[src/rtl/immediate_encoder.sv]
// immediate_encoder: finds the canonical {rot, imm8} rotated-immediate encoding of a constant, one even rotation per cycle.
module immediate_encoder #(
    parameter int DATA_W = 32,
    parameter int IMM_W  = 8,
    parameter int ROT_W  = 4
) (
    input  logic                   clk,
    input  logic                   rst_n,
    input  logic                   req_valid,
    output logic                   req_ready,
    input  logic [DATA_W-1:0]      value_in,
    output logic                   resp_valid,
    input  logic                   resp_ready,
    output logic [ROT_W+IMM_W-1:0] imm12_out,
    output logic                   encodable
);
    typedef enum logic [1:0] {IDLE, SEARCH, DONE} state_t;
    state_t                 state_q, state_d;
    logic [DATA_W-1:0]      shreg_q, shreg_d;
    logic [ROT_W-1:0]       rot_cnt_q, rot_cnt_d;
    logic [ROT_W+IMM_W-1:0] imm12_q, imm12_d;
    logic                   enc_q, enc_d;
    logic                   match;
    assign match      = shreg_q[DATA_W-1:IMM_W] == '0;
    assign req_ready  = state_q == IDLE;
    assign resp_valid = state_q == DONE;
    assign imm12_out  = imm12_q;
    assign encodable  = enc_q;
    always_comb begin
        state_d   = state_q;
        shreg_d   = shreg_q;
        rot_cnt_d = rot_cnt_q;
        imm12_d   = imm12_q;
        enc_d     = enc_q;
        case (state_q)
            IDLE: if (req_valid) begin
                shreg_d   = value_in;
                rot_cnt_d = '0;
                state_d   = SEARCH;
            end
            SEARCH: if (match) begin
                imm12_d = {rot_cnt_q, shreg_q[IMM_W-1:0]};
                enc_d   = 1'b1;
                state_d = DONE;
            end else if (rot_cnt_q == '1) begin
                imm12_d = '0;
                enc_d   = 1'b0;
                state_d = DONE;
            end else begin
                // shreg always holds ROL(value, 2*rot_cnt), so its low byte is the candidate imm8
                shreg_d   = {shreg_q[DATA_W-3:0], shreg_q[DATA_W-1:DATA_W-2]};
                rot_cnt_d = rot_cnt_q + 1'b1;
            end
            DONE: if (resp_ready) state_d = IDLE;
            default: state_d = IDLE;
        endcase
    end
    always_ff @(posedge clk or negedge rst_n) begin
        if (!rst_n) begin
            state_q   <= IDLE;
            shreg_q   <= '0;
            rot_cnt_q <= '0;
            imm12_q   <= '0;
            enc_q     <= 1'b0;
        end else begin
            state_q   <= state_d;
            shreg_q   <= shreg_d;
            rot_cnt_q <= rot_cnt_d;
            imm12_q   <= imm12_d;
            enc_q     <= enc_d;
        end
    end
endmodule

[config.mk]
export PLATFORM = sky130hd
export DESIGN_NAME = immediate_encoder
export DESIGN_NICKNAME = d
export VERILOG_FILES = /design/src/rtl/immediate_encoder.sv
export SDC_FILE = /design/constraint.sdc
export NUM_CORES = 1
export LEC_CHECK = 0
export ABC_AREA = 1
export CORE_ASPECT_RATIO = 0.5
export CORE_MARGIN = 2
export CORE_UTILIZATION = 56
export CTS_CLUSTER_DIAMETER = 40
export DETAILED_ROUTE_END_ITERATION = 10
export PLACE_DENSITY = 0.85
export SLEW_MARGIN = 0
export SYNTH_ARGS = -nofsm -noshare
export SYNTH_HDL_FRONTEND = slang
export SYNTH_SLANG_ARGS = --single-unit
[constraint.sdc]
create_clock -name clk -period 3.3 [get_ports clk]
set_input_delay 0.495 -clock clk [delete_from_list [all_inputs] [get_ports clk]]
set_output_delay 0.495 -clock clk [all_outputs]
set_load 0.01 [all_outputs]
==> run summary <==
OUTCOME
--------------------------------------------------------------------------------------------------
Status .............................................................................. finished, final reports clean

CTS
--------------------------------------------------------------------------------------------------
Post CTS Setup Buffer Count .........................................................            0
Clock tree from TritonCTS ...........................................................        built
Clock insertion delay at the later pin of the skew report ...........................      0.30 ns
CTS H-tree depth ....................................................................            2
Clock transition time at the flip-flop clock pins of the worst setup and hold paths .      0.09 ns
Number of CTS-inserted buffers ......................................................            5
Number of buffers on the longest clock path .........................................            2
Clock tree root buffer cell ......................................................... sky130_fd_sc_hd__clkbuf_8
Resize count post-CTS ...............................................................            0
CTS hold repair buffers .............................................................            0
# clock sinks .......................................................................           51

SYNTH
--------------------------------------------------------------------------------------------------
Synthesis-stage register bit count ..................................................           51
Biggest area consumer among synthesized cells ....................................... sky130_fd_sc_hd__dfrtp_1
Sequential share of the synthesized area ............................................        47.1%
Net count after synthesis ...........................................................          394
Count of cell types in the netlist ..................................................           21
Largest cells by area after synthesis ............................................... sky130_fd_sc_hd__dfrtp_1 (47%), sky130_fd_sc_hd__nand2_1 (22%), sky130_fd_sc_hd__nand3_1 (8.5%)
Synth Cell Area .....................................................................     2710 µm²
Number of warnings reported in the yosys synthesis log ..............................            0
Share of the synthesized area in the top cell type ..................................        47.1%
Post-synthesis average cell area ....................................................     7.59 µm²
Cell count after synthesis ..........................................................          357

GLOBAL ROUTING
--------------------------------------------------------------------------------------------------
Vias in the first global route ......................................................         2373
Congestion Overflow GR ..............................................................            0
Initial antenna violation count .....................................................            0
Total Routing Usage GR ..............................................................        26.2%
Wire length of the first global-routing pass ........................................     11000 µm
Maximum number of pins on one net before global-route repair ........................           52

STA
--------------------------------------------------------------------------------------------------
Max Clk Rate ........................................................................      480 MHz
Setup skew after layout .............................................................   0.00931 ns
Final setup violation count .........................................................            0
Max-Slew Margin vs Limit ............................................................        24.6%
Hold Fails Final Rpt ................................................................            0
Minimum clock period after layout ...................................................      2.08 ns
Transition at the pin with the smallest max-transition slack ........................      1.13 ns
Max-slew violation count ............................................................            0
Final total negative setup slack ....................................................         0 ns
Setup repair after global routing missed its margin .................................           no
Final cycle utilization of the critical path ........................................        63.2%

PLACEMENT
--------------------------------------------------------------------------------------------------
DP Wirelength .......................................................................      4120 µm
Placed standard-cell area ...........................................................     3170 µm²
Number of buffers added on ports ....................................................           50
Routability-driven placement congestion ratio .......................................        0.797

DRT
--------------------------------------------------------------------------------------------------
Number of vias in the routed layout .................................................         2578
Remaining number of nets flagged by the antenna check after routing .................            0
Initial DRC count ...................................................................          154
First-pass iteration count of the detailed router ...................................            4
Routed wire per std cell ............................................................      14.1 µm
Routed vias/inst ....................................................................         5.58
Overall routed net length ...........................................................      6510 µm
DRC violation count after routing ...................................................            0

CRITICAL PATH
--------------------------------------------------------------------------------------------------
Maximum fanout encountered on the critical timing path ..............................           38
Critical Path Start Type ............................................................         flop
CP Data Required Time ...............................................................      3.55 ns
Combined buffer and inverter count along the critical path ..........................            4
List of cells traversed by the critical path ........................................ inv_1, nand2_2, inv_2, buf_4, nand3_4, inv_1, nand2_1, nand2_1
Maximum single-stage delay on the critical path .....................................      0.44 ns
Endpoint class of the critical path .................................................         flop
Arrival @ worst endpoint ............................................................      2.33 ns
Category of the critical setup timing path .......................................... flop to flop
Cell type of the slowest stage on the worst timing path ............................. sky130_fd_sc_hd__nand3_4
Delay-heaviest family, CP ........................................................... buffers and inverters

LAYOUT
--------------------------------------------------------------------------------------------------
Final Core Density ..................................................................        71.9%
Nets ................................................................................          432
Area growth from synthesis to layout ................................................        20.3%
Fill cell total of the finished layout ..............................................          373
Final antenna diode count ...........................................................            0
Area of all placed cells without fillers ............................................     3260 µm²
Share of final-layout standard cells stronger than drive strength 1 .................        5.56%

FLOORPLANNING
--------------------------------------------------------------------------------------------------
Width of the chip ...................................................................       102 µm
Die outline area ....................................................................     5450 µm²
I/O Pins ............................................................................           51
FP Rows .............................................................................           17
Std-Cell Core Area ..................................................................     4530 µm²
Starting Density ....................................................................        59.8%
Die height ..........................................................................      53.2 µm

PWR
--------------------------------------------------------------------------------------------------
Worst supply voltage drop on vdd ....................................................   0.000331 V
Leakage .............................................................................      1.65 nW
Total power per unit cell area ......................................................   765 nW/µm²

RUN
--------------------------------------------------------------------------------------------------
Count of maximum capacitance violations .............................................            0

HOLD PATH
--------------------------------------------------------------------------------------------------
Hold Crit Class ..................................................................... input pin to asynchronous set/reset pin

-- Yosys cell counts (all sizes together) --
cell type and instances:
buf 20, inv 9, o21ai 10, nor2 18, nand3 48, clkbuf 5
nand2 158, nor3b 1, nand4 34, ha 1, xor2 1, o31ai 1
dfrtp 51
-- report_power, final --
part / internal, mW / switching [mW]
combinational: 0.420 / 0.710
clock: 0.149 / 0.211
sequential: 0.842 / 0.162
-- worst paths after layout --
check                             startpoint           end  slack, ns  cells past startpoint
worst max-delay path              state_q[1]  rot_cnt_q[3]       1.22                      8
worst min-delay path                   rst_n   shreg_q[10]       0.41                      1
worst max register to register    state_q[1]  rot_cnt_q[3]       1.22                      8
worst min register to register  imm12_out[8]  imm12_out[8]       0.47                      2
max in group asynchronous              rst_n   shreg_q[23]       2.20                      1
min in group clk                imm12_out[8]  imm12_out[8]       0.47                      2
-- routing by layer --
metal	up-vias	share of wire (%)	track usage, %	wire [µm]
li1	1250	-	-	-
met1	1226	45	34.9	2960
met2	100	48	44.3	3140
met3	2	5.9	5.15	382
met4	0	0.41	7.33	27
met5	-	0	0	0
-- metrics by stage --
stage / hold slack (ns) / power [mW] / instances / setup WS (ns)
after floorplan: 0.199 / 1.90 / 357 / 1.92
after global placement: 0.453 / 2.06 / 454 / 1.34
after detailed placement: 0.457 / 2.12 / 454 / 1.27
after CTS: 0.447 / 2.48 / 462 / 1.23
after global routing: 0.498 / 2.71 / 462 / 0.978
final: 0.409 / 2.49 / 462 / 1.22
-- state kept, by name, summed over array words and instances (netlist names) --
name,count
imm12_out,12
encodable,1
state_q,2
shreg_q,32
rot_cnt_q,4
-- area by class of cell --
cell class,instances,area (µm²),share of cell area [%]
multi-input cells,272,1240,38.1
well taps,66,82.6,2.53
repair buffers,56,541,16.6
clock inverters,2,12.5,0.384
clock buffers,6,72.6,2.23
inverters,9,33.8,1.04
flip-flops and latches,51,1280,39.2
-- cells by family (layout without fill, tap and decap cells) --
kind of cell | Yosys count | after routing | share of synthesized area, %
adder cells (fa/ha/maj) | 1 | 1 | 0.462
XOR/XNOR | 1 | 1 | 0.323
AO/OA/AOI/OAI | 11 | 11 | 2.12
flip-flops | 51 | 51 | 47.1
buffers and inverters | 34 | 73 | 7.11
AND/OR/NAND/NOR | 259 | 259 | 42.9
-- placed cells by master, fill, tap and decap left out, types with 2 or more instances in the layout --
| master | count |
|---|---|
| sky130_fd_sc_hd__o21ai_1 | 7 |
| sky130_fd_sc_hd__buf_4 | 6 |
| sky130_fd_sc_hd__nand4_1 | 33 |
| sky130_fd_sc_hd__o21ai_0 | 3 |
| sky130_fd_sc_hd__nand3_1 | 46 |
| sky130_fd_sc_hd__dfrtp_1 | 51 |
| sky130_fd_sc_hd__nand3_4 | 2 |
| sky130_fd_sc_hd__inv_1 | 8 |
| sky130_fd_sc_hd__clkdlybuf4s50_1 | 49 |
| sky130_fd_sc_hd__nor2_1 | 15 |
| sky130_fd_sc_hd__clkbuf_8 | 5 |
| sky130_fd_sc_hd__nand2_1 | 157 |
| sky130_fd_sc_hd__nor2_2 | 3 |
Power figures use the tool's default switching activity.
